--- src/rtl/change_dispenser_pkg.sv ---
// Shared types and constants for the change dispenser.
package vend_pkg;

  // Controller states
  typedef enum logic [2:0] {
    IDLE,
    SELECT,
    PULSE,
    WAIT_ACK,
    DONE,
    FAULT
  } state_t;

  // Fault codes reported on fault_code
  localparam logic [1:0] FC_NONE    = 2'd0;
  localparam logic [1:0] FC_NOINV   = 2'd1;
  localparam logic [1:0] FC_TIMEOUT = 2'd2;

  // Coin values in units; the small coin is always worth one unit
  localparam int COIN_HI_VAL = 2;
  localparam int COIN_LO_VAL = 1;

  // Counter width able to hold the larger of two load values
  function automatic int timer_width(input int a, input int b);
    int m;
    m = (a > b) ? a : b;
    return $clog2(m + 1);
  endfunction

endpackage

--- src/rtl/change_dispenser_if.sv ---
// Request, inventory-load, sensor and solenoid signals of the change dispenser.
interface change_dispenser_if #(
  parameter int AMT_W = 8,
  parameter int INV_W = 8
) ();

  logic             req_valid;
  logic             req_ready;
  logic [AMT_W-1:0] req_amount;
  logic             load_hi;
  logic             load_lo;
  logic [INV_W-1:0] load_count;
  logic             coin_seen;
  logic             eject_hi;
  logic             eject_lo;
  logic             done;
  logic             fault;
  logic [1:0]       fault_code;
  logic [AMT_W-1:0] shortfall;
  logic             stray_coin;
  logic [INV_W-1:0] inv_hi;
  logic [INV_W-1:0] inv_lo;

  // Vending-controller side
  modport master (
    output req_valid, req_amount, load_hi, load_lo, load_count, coin_seen,
    input  req_ready, eject_hi, eject_lo, done, fault, fault_code, shortfall,
           stray_coin, inv_hi, inv_lo
  );

  // Dispenser side
  modport slave (
    input  req_valid, req_amount, load_hi, load_lo, load_count, coin_seen,
    output req_ready, eject_hi, eject_lo, done, fault, fault_code, shortfall,
           stray_coin, inv_hi, inv_lo
  );

endinterface

--- src/rtl/change_dispenser_hopper_timer.sv ---
// Loadable down-counter shared by the eject pulse width and the ack timeout.
// expired flags the last counted cycle (count==1); busy is high while counting.
module hopper_timer
  import vend_pkg::*;
#(
  parameter int CNT_W = 5
) (
  input  logic             clk,
  input  logic             reset,
  input  logic             load,
  input  logic [CNT_W-1:0] load_value,
  output logic             expired,
  output logic             busy
);

  logic [CNT_W-1:0] count_reg;

  // Load takes priority; otherwise count down and park at zero
  always_ff @(posedge clk) begin
    if (reset) begin
      count_reg <= '0;
    end else if (load) begin
      count_reg <= load_value;
    end else if (count_reg != '0) begin
      count_reg <= count_reg - CNT_W'(1);
    end
  end

  assign busy    = (count_reg != '0);
  assign expired = (count_reg == CNT_W'(1));

endmodule

--- src/rtl/change_dispenser.sv ---
// Change dispenser: pays out an amount from a large and a small hopper, one
// coin at a time, large coins first, each confirmed by the exit sensor.
module change_dispenser
  import vend_pkg::*;
#(
  parameter int AMT_W       = 8,
  parameter int INV_W       = 8,
  parameter int HI_VAL      = COIN_HI_VAL,
  parameter int PULSE_CYC   = 4,
  parameter int ACK_TIMEOUT = 16
) (
  input logic              clk,
  input logic              reset,
  change_dispenser_if.slave bus
);

  localparam int CNT_W = timer_width(PULSE_CYC, ACK_TIMEOUT);

  state_t           state_reg, state_next;
  logic [AMT_W-1:0] remaining_reg;
  logic [INV_W-1:0] inv_hi_reg, inv_lo_reg;
  logic [1:0]       fault_code_reg;
  logic [AMT_W-1:0] shortfall_reg;
  logic             stray_reg;
  logic             sel_hi_reg;
  logic             ack_reg;

  logic             accept;
  logic             pick_hi, pick_lo;
  logic             coin_taken;
  logic             timeout_hit;
  logic [AMT_W-1:0] coin_value;
  logic             timer_load;
  logic [CNT_W-1:0] timer_value;
  logic             timer_expired, timer_busy;

  hopper_timer #(.CNT_W(CNT_W)) u_timer (
    .clk        (clk),
    .reset      (reset),
    .load       (timer_load),
    .load_value (timer_value),
    .expired    (timer_expired),
    .busy       (timer_busy)
  );

  assign accept  = bus.req_valid && (state_reg == IDLE);
  // A large coin is only chosen when it cannot overpay, so remaining never underflows
  assign pick_hi = (remaining_reg >= AMT_W'(HI_VAL)) && (inv_hi_reg != '0);
  assign pick_lo = !pick_hi && (inv_lo_reg != '0);
  assign coin_value = sel_hi_reg ? AMT_W'(HI_VAL) : AMT_W'(COIN_LO_VAL);
  // A coin is credited either on a sensor hit while waiting, or at the end of a
  // pulse during which the sensor already fired
  assign coin_taken = ((state_reg == WAIT_ACK) && bus.coin_seen) ||
                      ((state_reg == PULSE) && timer_expired && (ack_reg || bus.coin_seen));
  assign timeout_hit = (state_reg == WAIT_ACK) && !bus.coin_seen && timer_expired;

  // State register
  always_ff @(posedge clk) begin
    if (reset) begin
      state_reg <= IDLE;
    end else begin
      state_reg <= state_next;
    end
  end

  // Next-state and timer control
  always_comb begin
    state_next  = state_reg;
    timer_load  = 1'b0;
    timer_value = '0;
    case (state_reg)
      IDLE: begin
        if (accept) state_next = SELECT;
      end
      SELECT: begin
        if (remaining_reg == '0) begin
          state_next = DONE;
        end else if (pick_hi || pick_lo) begin
          state_next  = PULSE;
          timer_load  = 1'b1;
          timer_value = CNT_W'(PULSE_CYC);
        end else begin
          state_next = FAULT;
        end
      end
      PULSE: begin
        if (timer_expired) begin
          if (ack_reg || bus.coin_seen) begin
            state_next = SELECT;
          end else begin
            state_next  = WAIT_ACK;
            timer_load  = 1'b1;
            timer_value = CNT_W'(ACK_TIMEOUT);
          end
        end
      end
      WAIT_ACK: begin
        if (bus.coin_seen) begin
          state_next = SELECT;
        end else if (timer_expired) begin
          state_next = FAULT;
        end
      end
      DONE:    state_next = IDLE;
      FAULT:   state_next = IDLE;
      default: state_next = IDLE;
    endcase
  end

  // Datapath: amount, inventories, result fields and sensor bookkeeping
  always_ff @(posedge clk) begin
    if (reset) begin
      remaining_reg  <= '0;
      inv_hi_reg     <= '0;
      inv_lo_reg     <= '0;
      fault_code_reg <= FC_NONE;
      shortfall_reg  <= '0;
      stray_reg      <= 1'b0;
      sel_hi_reg     <= 1'b0;
      ack_reg        <= 1'b0;
    end else begin
      // A second sensor hit inside one pulse is also unexpected
      stray_reg <= bus.coin_seen && (state_reg != WAIT_ACK) &&
                   !((state_reg == PULSE) && !ack_reg);

      if (accept) begin
        remaining_reg  <= bus.req_amount;
        fault_code_reg <= FC_NONE;
        shortfall_reg  <= '0;
      end else if (state_reg == IDLE) begin
        if (bus.load_hi) inv_hi_reg <= bus.load_count;
        if (bus.load_lo) inv_lo_reg <= bus.load_count;
      end

      if (state_reg == SELECT) begin
        sel_hi_reg <= pick_hi;
        if (remaining_reg == '0) begin
          fault_code_reg <= FC_NONE;
          shortfall_reg  <= '0;
        end else if (!pick_hi && !pick_lo) begin
          fault_code_reg <= FC_NOINV;
          shortfall_reg  <= remaining_reg;
        end
      end

      if (state_reg == PULSE) begin
        ack_reg <= timer_expired ? 1'b0 : (ack_reg || bus.coin_seen);
      end else begin
        ack_reg <= 1'b0;
      end

      if (coin_taken) begin
        remaining_reg <= remaining_reg - coin_value;
        if (sel_hi_reg) begin
          if (inv_hi_reg != '0) inv_hi_reg <= inv_hi_reg - INV_W'(1);
        end else begin
          if (inv_lo_reg != '0) inv_lo_reg <= inv_lo_reg - INV_W'(1);
        end
      end

      if (timeout_hit) begin
        fault_code_reg <= FC_TIMEOUT;
        shortfall_reg  <= remaining_reg;
      end
    end
  end

  assign bus.req_ready  = (state_reg == IDLE);
  assign bus.eject_hi   = (state_reg == PULSE) && sel_hi_reg && timer_busy;
  assign bus.eject_lo   = (state_reg == PULSE) && !sel_hi_reg && timer_busy;
  assign bus.done       = (state_reg == DONE);
  assign bus.fault      = (state_reg == FAULT);
  assign bus.fault_code = fault_code_reg;
  assign bus.shortfall  = shortfall_reg;
  assign bus.stray_coin = stray_reg;
  assign bus.inv_hi     = inv_hi_reg;
  assign bus.inv_lo     = inv_lo_reg;

endmodule

--- src/flat_wrapper.sv ---
// flat-port wrapper written by rule: the top's interface ports become plain ports
module change_dispenser_flat import vend_pkg::*;
#(
  parameter int AMT_W       = 8,
  parameter int INV_W       = 8,
  parameter int HI_VAL      = COIN_HI_VAL,
  parameter int PULSE_CYC   = 4,
  parameter int ACK_TIMEOUT = 16
)
  (clk, reset, bus_req_valid, bus_req_amount, bus_load_hi, bus_load_lo, bus_load_count, bus_coin_seen, bus_req_ready, bus_eject_hi, bus_eject_lo, bus_done, bus_fault, bus_fault_code, bus_shortfall, bus_stray_coin, bus_inv_hi, bus_inv_lo);
  change_dispenser_if #(.AMT_W(AMT_W), .INV_W(INV_W)) bus_i ();
  input logic clk;
  input logic reset;
  input wire logic [$bits(bus_i.req_valid)-1:0] bus_req_valid;
  input wire logic [$bits(bus_i.req_amount)-1:0] bus_req_amount;
  input wire logic [$bits(bus_i.load_hi)-1:0] bus_load_hi;
  input wire logic [$bits(bus_i.load_lo)-1:0] bus_load_lo;
  input wire logic [$bits(bus_i.load_count)-1:0] bus_load_count;
  input wire logic [$bits(bus_i.coin_seen)-1:0] bus_coin_seen;
  output wire logic [$bits(bus_i.req_ready)-1:0] bus_req_ready;
  output wire logic [$bits(bus_i.eject_hi)-1:0] bus_eject_hi;
  output wire logic [$bits(bus_i.eject_lo)-1:0] bus_eject_lo;
  output wire logic [$bits(bus_i.done)-1:0] bus_done;
  output wire logic [$bits(bus_i.fault)-1:0] bus_fault;
  output wire logic [$bits(bus_i.fault_code)-1:0] bus_fault_code;
  output wire logic [$bits(bus_i.shortfall)-1:0] bus_shortfall;
  output wire logic [$bits(bus_i.stray_coin)-1:0] bus_stray_coin;
  output wire logic [$bits(bus_i.inv_hi)-1:0] bus_inv_hi;
  output wire logic [$bits(bus_i.inv_lo)-1:0] bus_inv_lo;
  assign bus_i.req_valid = bus_req_valid;
  assign bus_i.req_amount = bus_req_amount;
  assign bus_i.load_hi = bus_load_hi;
  assign bus_i.load_lo = bus_load_lo;
  assign bus_i.load_count = bus_load_count;
  assign bus_i.coin_seen = bus_coin_seen;
  assign bus_req_ready = bus_i.req_ready;
  assign bus_eject_hi = bus_i.eject_hi;
  assign bus_eject_lo = bus_i.eject_lo;
  assign bus_done = bus_i.done;
  assign bus_fault = bus_i.fault;
  assign bus_fault_code = bus_i.fault_code;
  assign bus_shortfall = bus_i.shortfall;
  assign bus_stray_coin = bus_i.stray_coin;
  assign bus_inv_hi = bus_i.inv_hi;
  assign bus_inv_lo = bus_i.inv_lo;
  change_dispenser #(.AMT_W(AMT_W), .INV_W(INV_W), .HI_VAL(HI_VAL), .PULSE_CYC(PULSE_CYC), .ACK_TIMEOUT(ACK_TIMEOUT)) u_core (.clk(clk), .reset(reset), .bus(bus_i));
endmodule
--- config.mk ---
export PLATFORM = sky130hd
export DESIGN_NAME = change_dispenser_flat
export DESIGN_NICKNAME = d
export VERILOG_FILES = /design/src/rtl/change_dispenser_pkg.sv /design/src/rtl/change_dispenser_if.sv /design/src/rtl/change_dispenser_hopper_timer.sv /design/src/rtl/change_dispenser.sv /design/src/flat_wrapper.sv
export SDC_FILE = /design/constraint.sdc
export NUM_CORES = 1
export LEC_CHECK = 0
export CORE_MARGIN = 5
export CORE_UTILIZATION = 56
export DETAILED_ROUTE_END_ITERATION = 8
export GPL_TIMING_DRIVEN = 0
export PLACE_DENSITY = 0.92
export SLEW_MARGIN = 20
export SYNTH_ARGS = -nofsm -noshare
export SYNTH_HDL_FRONTEND = slang
export SYNTH_SLANG_ARGS = --single-unit
--- constraint.sdc ---
create_clock -name clk -period 3.4 [get_ports clk]
set_clock_uncertainty 0.1 [all_clocks]
set_input_delay 0.68 -clock clk [delete_from_list [all_inputs] [get_ports clk]]
set_output_delay 0.68 -clock clk [all_outputs]
set_load 0.01 [all_outputs]
## Word level (Yosys, flattened, before mapping)

Index checks and enable logic that the tools add are counted.

| word-level totals | value |
|---|---|
| word-level logic and storage cells | 107 |
| bits in registers | 45 |
| RAM bits | 0 |
| memory bits (read-only) | 0 |
| output and inout port bits | 32 |
| bits in latches | 0 |
| memories kept | 0 |

| operators by class | value |
|---|---|
| div/mod/pow operators | 0 |
| shifts and indexed selects | 0 |
| order comparisons | 1 |
| $mul | 0 |
| bitwise operators | 1 |
| add/sub/neg operators | 4 |
| mux-type cells | 45 |
| reductions and logical operators | 35 |
| eq/ne operators | 10 |

Operators by type and width:

| operator | count |
|---|---|
| two-way mux 8 bit | 19 |
| two-way mux 5 bit | 5 |
| two-way mux 3 bit | 7 |
| logical AND 1 bit | 16 |
| nonzero test 8 bit | 2 |
| subtractor 8 x 1 -> 8 bit (second input constant) | 2 |
| two-way mux 2 bit | 7 |
| one-hot mux 3 bit (4 select lines) | 1 |
| one-hot mux 5 bit (2 select lines) | 1 |
| >= comparator 8 x 2 -> 1 bit (second input constant) | 1 |
| logical NOT 8 bit | 1 |
| subtractor 8 bit | 1 |
| equality test 3 x 2 -> 1 bit (second input constant) | 2 |
| equality test 3 bit (second input constant) | 2 |
| logical NOT 1 bit | 6 |
| != test 3 x 2 -> 1 bit (second input constant) | 2 |
| equality test 5 x 1 -> 1 bit (second input constant) | 1 |
| nonzero test 5 bit | 1 |
| subtractor 5 x 1 -> 5 bit (second input constant) | 1 |
| two-way mux 1 bit | 4 |
| != test 2 x 1 -> 1 bit (second input constant) | 2 |
| nonzero test 2 bit | 2 |
| equality test 3 x 1 -> 1 bit (second input constant) | 1 |
| logical NOT 3 bit | 1 |
| other kinds (6) | 8 |

## Depth between registers and ports, before layout

Gate-level depths: netlist of the first run.

| logic depth | value |
|---|---|
| word-level depth | 10 |
| mapped depth | 9 |
| gate-level depth less buffers | 8 |

## Cells and area by module

A second synthesis of the first run with hierarchy kept.

| second synthesis, totals | value |
|---|---|
| cell total of the unflattened synthesis | 298 |
| area total of the unflattened synthesis | 2478.6 µm² |

Modules (own cells, without submodules):

| module | area an instance (µm²) | sequential area each (µm²) | instances | cells each |
|---|---|---|---|---|
| change_dispenser | 2148.3 | 800.8 | 1 | 261 |
| hopper_timer | 330.3 | 100.1 | 1 | 37 |

## Worst setup path before layout of the first run

Ideal clock, no wire load.

| timing | value |
|---|---|
| path kind | register to register |
| start | register u_core.sel_hi_reg |
| end | register u_core.remaining_reg[5] |
| clock period less this slack | 2.312 ns |
| stages on the path, launching flop included | 8 |
| buffers on the path | 1 |
| library setup time | 0.079 ns |
| required time | 3.221 ns |
| arrival time | 2.133 ns |
| setup slack | 1.088 ns |
| path through | dfxtp_1 > buf_2 > inv_1 > ha_1 > a2111oi_1 > a21oi_1 > or3_1 > a211oi_2 |

| between the ends | value |
|---|---|
| word-level cells in the longest chain between the ends | 3 |

RTL lines:

| item | line | RTL |
|---|---|---|
| start: declaration | change_dispenser.sv:25 | `logic sel_hi_reg;` |
| start signal: assignment | change_dispenser.sv:136 | `sel_hi_reg <= pick_hi;` |
| two-way mux 2 bit | change_dispenser.sv:50 | `assign coin_value = sel_hi_reg ? AMT_W'(HI_VAL) : AMT_W'(COIN_LO_VAL);` |
| subtractor 8 bit | change_dispenser.sv:153 | `remaining_reg <= remaining_reg - coin_value;` |
| two-way mux 8 bit | change_dispenser.sv:152 | `if (coin_taken) begin` |
| end signal: assignment | change_dispenser.sv:127 | `remaining_reg <= bus.req_amount;` |
| end signal: assignment | change_dispenser.sv:153 |  |
| end: declaration | change_dispenser.sv:20 | `logic [AMT_W-1:0] remaining_reg;` |

Every way passes these cells.
A chain may end at the register's enable or synchronous reset.

## Worst setup path after layout of the first run

| timing | value |
|---|---|
| start | register u_core.state_reg[0] |
| end | output port bus_fault |

| between the ends | value |
|---|---|
| word-level cells in the longest chain between the ends | 1 |

RTL lines:

| item | line | RTL |
|---|---|---|
| start: declaration | change_dispenser.sv:19 | `state_t state_reg, state_next;` |
| start signal: assignment | change_dispenser.sv:62 | `state_reg <= state_next;` |
| equality test 3 bit | change_dispenser.sv:172 | `assign bus.fault = (state_reg == FAULT);` |
| end: declaration | flat_wrapper.sv:24 | `output wire logic [$bits(bus_i.fault)-1:0] bus_fault;` |

Every way passes these cells.

==> results.md, run 1 <==
* Sequential share of the synthesized area at about 34%
* Vias post-DR at between 2000 and 3000
* Number of violations of the max-capacitance limit at 0
* Horiz. Die Dim at between 70 and 80 um
* Max Slew Vio Count at 0
* Synth Instances at 311
* Commonest non-fill, non-tap cells in the layout: sky130_fd_sc_hd__clkdlybuf4s50_1 (51), sky130_fd_sc_hd__dfxtp_1 (45), sky130_fd_sc_hd__nor2_1 (28)
* Final antenna-violating net count at 0
* Req. time, crit path at 2620 ps
* # placed instances at roughly 420
* Total of buffers placed on input and output ports at around 50
* Fill count at 387
* Status: finished clean
* # rows at 25
* Adder-Cell Fraction of Synth Area at 3.55%
* Number of distinct standard cells referenced by the synthesized netlist at between 70 and 80
* Worst-skew pair later-pin latency at approximately 300 ps
* Count of antenna diodes in the layout at 0
* Count of flip-flops with a built-in enable after synthesis at 0
* Simple-gate area share of the yosys netlist at 28.7%
* Clock root buffer: sky130_fd_sc_hd__clkbuf_8
* First-pass DRT Iterations at 4
* Area of the mapped netlist at ~0.0027 mm2
* Mux contribution to synthesized area at 1.17%
* Static Leak at roughly 1.2 nW
* Largest net degree at the start of global routing at 14
* Detailed Place HPWL at between 5 and 6 mm
* GRT Overall Usage at around 25%
* Fraction of final layout cells with drive strength greater than 1 at 11.4%
* Initial antenna violation count at 0
* Commonest register cell after synthesis: sky130_fd_sc_hd__dfxtp_1
* Total die area at ~0.0063 mm2
* Total of endpoints with negative setup slack in the final report at 0
* Critical path type: reg2out
* Synthesized net count at 340
* Number of endpoints with negative hold slack in the final report at 0
* Unrepaired setup endpoints after global routing: no
* Net count of the finished layout at just under 400
* Ratio of final minimum period to clock period at 83.5%
* Synth Area in Compound Gates at 26.7%
* Average instance area after synthesis at ~8.6 um2
* # IOs at 54
* DRC viols at 0
* Syn-to-layout area delta at 25.9%
* Post-CTS setup buffer count at 0
* Yosys reg bits at 45
* Starting density of the core at a little under three fifths
* Resize count post-CTS at 0
* Final worst hold slack at between 300 and 400 ps
* Fraction of synthesized cell area in xor and xnor cells at 1.31%
* Number of sinks handled by clock tree synthesis at 45
* CTS H-Tree Depth at 2
* Non-filler cells in the finished layout at around 420
* Startpoint type of the worst setup path: register
* Peak Freq at 352 MHz
* Worst IR Drop VDD at 419 uV
* Max transition margin at between 40% and 50%
* Power density of the placed cells at between 700 and 800 mW/mm2
* Dominant combinational cell family by area after synthesis: simple AND/OR/NAND/NOR gates
* Post-route setup TNS at 0 ps
* Syn. warnings at 0
* Crit path arrival time at ~2100 ps
* Sort of element at the end of the critical path: output port
* Routability congestion estimate from global placement at 0.899
* Sum of routed wire length over all layers at about 7.4 mm
* Clock Tree Buf Depth at 2
* TritonCTS clock tree: built
* CTS Hold Buffers Added at 0
* Proportion of register bits with asynchronous set or reset after synthesis at 0%
* Drt via density at about 6.5
* Register clock-pin slew on the reported worst setup and hold paths at roughly 80 ps
* Wire length of the first global-routing pass at roughly 12 mm
* Total congestion overflow at 0
* Most common cell after layout, fill and taps aside: sky130_fd_sc_hd__clkdlybuf4s50_1
* Via count of the first global-routing pass at 2638
* Final critical-path setup slack at ~560 ps
* Number of buffers inserted during clock tree synthesis at 5
* Core region area at 0.00469 mm2
* Routed wirelength normalized by instance count at 17.5 um
* Post-route minimum period at ~2800 ps
* Highest net fanout along the worst path at 10
* Path type of the worst min-delay path: reg2reg
* Worst slack, placed at 691 ps
* Final core utilization at a little under three quarters
* DRC marker count from the first detailed-route iteration at approximately 360
* Die outline height at around 79 um
* Transition time at the pin with the least slew margin at 805 ps
## cells in the mapped netlist, drive strengths merged (2+ instances only)
master  instances  area share, %
dfxtp          45             34
nor2           29            4.2
nand2          28            4.3
a21oi          23            4.3
inv            16            2.2
a211oi         12            3.5
nor3           12            2.8
o21ai          12            2.2
buf             9            1.9
a32oi           8            2.6
nand3           8            1.7
nor4            8            3.0
a22o            6            2.0
clkbuf          6           0.84
ha              6            2.8
a31oi           5            1.2
and2            5            1.3
nor2b           5            1.4
nor3b           5            2.0
or3             5            1.2
a22oi           4            1.1
nand4           4           0.93
nor4b           4            1.9
and3            3           0.70
or4b            3            1.1
xnor2           3           0.98
a221oi          2           0.65
a311oi          2           0.89
mux2i           2           0.75
nand2b          2           0.47
o211ai          2           0.56
o221a           2            1.5
o31ai           2            1.3
or3b            2           0.65
## cells by family after synthesis
family | after synthesis
buf+inv | 31
flops | 45
compound gates | 94
fa+ha+maj | 7
mux | 3
xor+xnor | 4
simple gates | 127
## worst paths after layout
check / startpoint / to / cells past startpoint / slack, ps
min: u_core.bus.shortfall[0]$_SDFF_PP0_ / u_core.bus.shortfall[0]$_SDFF_PP0_ / 1 / 380
min reg2reg: u_core.bus.shortfall[0]$_SDFF_PP0_ / u_core.bus.shortfall[0]$_SDFF_PP0_ / 1 / 380
max reg2reg: u_core.sel_hi_reg$_SDFFE_PP0P_ / u_core.remaining_reg[5]$_SDFFE_PP0P_ / 7 / 640
max: u_core.state_reg[0]$_SDFFE_PP0P_ / bus_fault / 5 / 560
## final cells by class
cell class	count	area, um2	share of cell area [%]
clock buffers	7	86.3	2.56
clock inverters	1	30.0	0.890
inverters	16	60.1	1.78
flip-flops and latches	45	901	26.7
repair buffers	51	510	15.1
multi-input cells	235	1650	48.8
well taps	54	67.6	2.00
plain buffers	15	72.6	2.15
## worst max-delay path: stages, from the launching register on
cell and delay (ps):
sky130_fd_sc_hd__dfxtp_1 350, sky130_fd_sc_hd__buf_4 200, sky130_fd_sc_hd__clkbuf_1 330, sky130_fd_sc_hd__nor2b_1 210, sky130_fd_sc_hd__and2_1 150, sky130_fd_sc_hd__clkdlybuf4s50_1 530
## where the power goes
part	total [mW]	internal (mW)	switching, mW
combinational	1.25	0.525	0.721
sequential	0.739	0.623	0.116
clock	0.424	0.240	0.184
## routing by layer
metal | GRT usage [%] | vias to the layer above | routed length (um)
met3 | 4.88 | 13 | 465
met2 | 40.9 | 122 | 3540
li1 | - | 1290 | -
met1 | 31.5 | 1314 | 3260
met4 | 8.93 | 0 | 134
met5 | 0 | - | 0
## per-stage QoR
stage          total power, mW  area, um2
6_report                  2.41       3380
5_1_grt                   2.57       3380
4_1_cts                   2.39       3380
3_5_place_dp              1.95       3260
3_3_place_gp              1.91       3260
2_1_floorplan             1.61       2680
(Power assumes the default switching activity.)
==> run 2: changes to the inputs <==
--- a/config.mk
+++ b/config.mk
@@ -6,10 +6,10 @@
 export NUM_CORES = 1
 export LEC_CHECK = 0
 export CORE_MARGIN = 5
-export CORE_UTILIZATION = 56
+export CORE_UTILIZATION = 47
 export DETAILED_ROUTE_END_ITERATION = 8
 export GPL_TIMING_DRIVEN = 0
-export PLACE_DENSITY = 0.92
+export PLACE_DENSITY = 0.83
 export SLEW_MARGIN = 20
 export SYNTH_ARGS = -nofsm -noshare
 export SYNTH_HDL_FRONTEND = slang
==> constraint.sdc (replaced) <==
create_clock -name clk -period 2.55 [get_ports clk]
set_clock_uncertainty 0.1 [all_clocks]
set_input_delay 0.51 -clock clk [delete_from_list [all_inputs] [get_ports clk]]
set_output_delay 0.51 -clock clk [all_outputs]
set_load 0.01 [all_outputs]
==> results.md, run 2 (same netlist as run 1, synthesis figures left out) <==
* Startpoint type of the worst setup path: register
* Starting density of the core at 48.4% (-8.8 points)
* Worst path cell trace: buf_2, inv_1, ha_1, a2111oi_4, a21oi_1, or3_1, a211oi_2
* DRC marker count from the first detailed-route iteration at 178 (-50%)
* Wire length of the first global-routing pass at 12.4 mm (-0.17%)
* Family with the most delay on the worst path: compound AO/OA/AOI/OAI gates
* Path type of the worst min-delay path: reg2reg
* Power density of the placed cells at 930 mW/mm2 (+30%)
* Cell-internal power at 1.79 mW (+29%)
* CTS Hold Buffers Added at 0 (unchanged)
* Critical path type: reg2reg
* First-pass DRT Iterations at 5 (+1)
* Final worst hold slack at 382 ps (+5.29 ps)
* Crit path arrival time at 2560 ps (+500 ps)
* TritonCTS clock tree: built
* Net count of the finished layout at 397 (-0.25%)
* Total net switching power at 1.37 mW (+34%)
* GRT Overall Usage at 20.6% (-4.0 points)
* Vias post-DR at 2755 (+0.58%)
* Routability congestion estimate from global placement at 0.899 (about the same)
* Sum of met2 wire segment lengths after detailed routing at 3.56 mm (+0.59%)
* Post-CTS setup buffer count at 0 (unchanged)
* Worst IR Drop VDD at 406 uV (-2.9%)
* Max transition margin at 53.7% (+7.5 points)
* Critical path buffer and inverter count at 2 (-1)
* Number of sinks handled by clock tree synthesis at 45 (unchanged)
* Total of endpoints with negative setup slack in the final report at 0 (unchanged)
* Static Leak at 1.24 nW (+0.70%)
* Number of violations of the max-capacitance limit at 0 (unchanged)
* Post-route setup TNS at 0 ps (unchanged)
* Register clock-pin slew on the reported worst setup and hold paths at 80 ps (about the same)
* Status: finished clean
* Drt via density at 6.25 (-3.3%)
* Stages on the worst setup path at 7 (+2)
* Final core utilization at 61.3% (-11 points)
* Sort of element at the end of the critical path: register
* Unrepaired setup endpoints after global routing: no
* Total congestion overflow at 0 (unchanged)
* Final antenna-violating net count at 0 (unchanged)
* Die outline height at 85.5 um (+8.0%)
* Ratio of final minimum period to clock period at a little over nine tenths
* Slowest stage cell, crit path: sky130_fd_sc_hd__a2111oi_4
* Transition time at the pin with the least slew margin at 685 ps (-120 ps)
* Wire length the detailed router placed on met1 at 3.27 mm (+0.34%)
* Top routing layer in use: met4
* Core region area at 0.00554 mm2 (+18%)
* Initial antenna violation count at 0 (unchanged)
* Part of the total power dissipated in sequential elements at 31.3% (+0.6 points)
* Number of buffers inserted during clock tree synthesis at 5 (unchanged)
* Clock root buffer: sky130_fd_sc_hd__clkbuf_8
* Largest net degree at the start of global routing at 20 (+6)
* Number of cells traversed by the worst hold path at 1 (unchanged)
* Met3 wirelength from detailed routing at 598 um (+29%)
* Total of buffers placed on input and output ports at 51 (unchanged)
* Post-route minimum period at 2430 ps
* # IOs at 54 (unchanged)
* Post-place instance area at 0.00328 mm2 (+0.69%)
* Max Slew Vio Count at 0 (unchanged)
* Req. time, crit path at 2680 ps (+60 ps)
* Critical path's largest stage delay at 430 ps (-100 ps)
* # rows at 27 (+8.0%)
* Switching part of the total power at 43.3% (+0.95 points)
* CTS H-Tree Depth at 2 (unchanged)
* DRC viols at 0 (unchanged)
* Detailed Place HPWL at 5.60 mm (+0.96%)
* Clock Tree Buf Depth at 2 (unchanged)
* Count of antenna diodes in the layout at 0 (unchanged)
* Combinational share of power at 53.1% (+1.3 points)
* Horiz. Die Dim at 85.5 um (+8.0%)
* Total chip power at 3.16 mW (+31%)
* Number of endpoints with negative hold slack in the final report at 0 (unchanged)
* Layout Cell Area excl Fill at 0.00340 mm2 (+0.63%)
* Syn-to-layout area delta at 26.7%
* Sum of routed wire length over all layers at 7.55 mm (+2.0%)
* Peak Freq at 412 MHz
* Most common cell after layout, fill and taps aside: sky130_fd_sc_hd__clkdlybuf4s50_1
* Total die area at 0.00732 mm2 (+17%)
* Clk network pwr share at 15.6% (-2.0 points)
* Fraction of final layout cells with drive strength greater than 1 at 12.2% (+0.84 points)
* Count of cells along the worst register-to-register path at 7 (unchanged)
* Commonest non-fill, non-tap cells in the layout: sky130_fd_sc_hd__clkdlybuf4s50_1 (49), sky130_fd_sc_hd__dfxtp_1 (45), sky130_fd_sc_hd__nor2_1 (27)
* Routed wirelength normalized by instance count at 17.1 um (-1.9%)
* Via count of the first global-routing pass at 2528 (-4.2%)
* Worst-skew pair later-pin latency at 300 ps (about the same)
* Highest net fanout along the worst path at 9 (-1)
==> run 2: cell types whose count changed in the layout (fill, tap and decap cells not counted), sizes merged <==
cell           before  now
clkdlybuf4s50      51   49
dlygate4sd2         0    2
clkbuf             13   12
clkinv              0    1
bufinv              1    0
==> run 2: timing repair <==
action / 4_1_cts / 5_1_grt
pin swaps: 0 / 0
setup endpoints to repair: 4 / 2
gates resized for setup: 3 / 2
==> run 2: worst paths after layout <==
path	from	slack, ps	endpoint
min	u_core.bus.shortfall[7]$_SDFF_PP0_	380	u_core.bus.shortfall[7]$_SDFF_PP0_
max	u_core.sel_hi_reg$_SDFFE_PP0P_	120	u_core.remaining_reg[5]$_SDFFE_PP0P_
min reg2reg	u_core.bus.shortfall[7]$_SDFF_PP0_	380	u_core.bus.shortfall[7]$_SDFF_PP0_
max reg2reg	u_core.sel_hi_reg$_SDFFE_PP0P_	120	u_core.remaining_reg[5]$_SDFFE_PP0P_
==> run 2: metal layers <==
metal / track usage, % / vias up
met2: 33.1 / 127
met1: 27.7 / 1332
met3: 4.61 / 13
met4: 6.19 / 0
li1: - / 1283
met5: 0 / -
==> run 2: power by group through the flow <==
| stage | clock, mW | sequential (mW) | combinational, mW |
|---|---|---|---|
| 2_1_floorplan | 0 | 0.983 | 1.17 |
| 3_3_place_gp | 0 | 0.994 | 1.57 |
| 3_5_place_dp | 0 | 0.998 | 1.61 |
| 4_1_cts | 0.503 | 0.984 | 1.63 |
| 5_1_grt | 0.526 | 1.01 | 1.84 |
| 6_report | 0.494 | 0.989 | 1.68 |
==> run 2: cell type report <==
type                       count  area (um2)
clock inverter                 1        5.00
inverter                      16        60.1
clock buffer                   7        96.3
tap                           72        90.1
buffer                        14        68.8
fill                         495        2140
sequential                    45         901
multi-input combinational    235        1670
timing repair buffer          51         508
==> run 2: per-stage QoR <==
step	std cells	worst slack [ps]
after floorplan	311	238
after global placement	434	-86.9
after detailed placement	434	-59.3
after CTS	441	67.3
after global routing	441	18.4
final	441	120
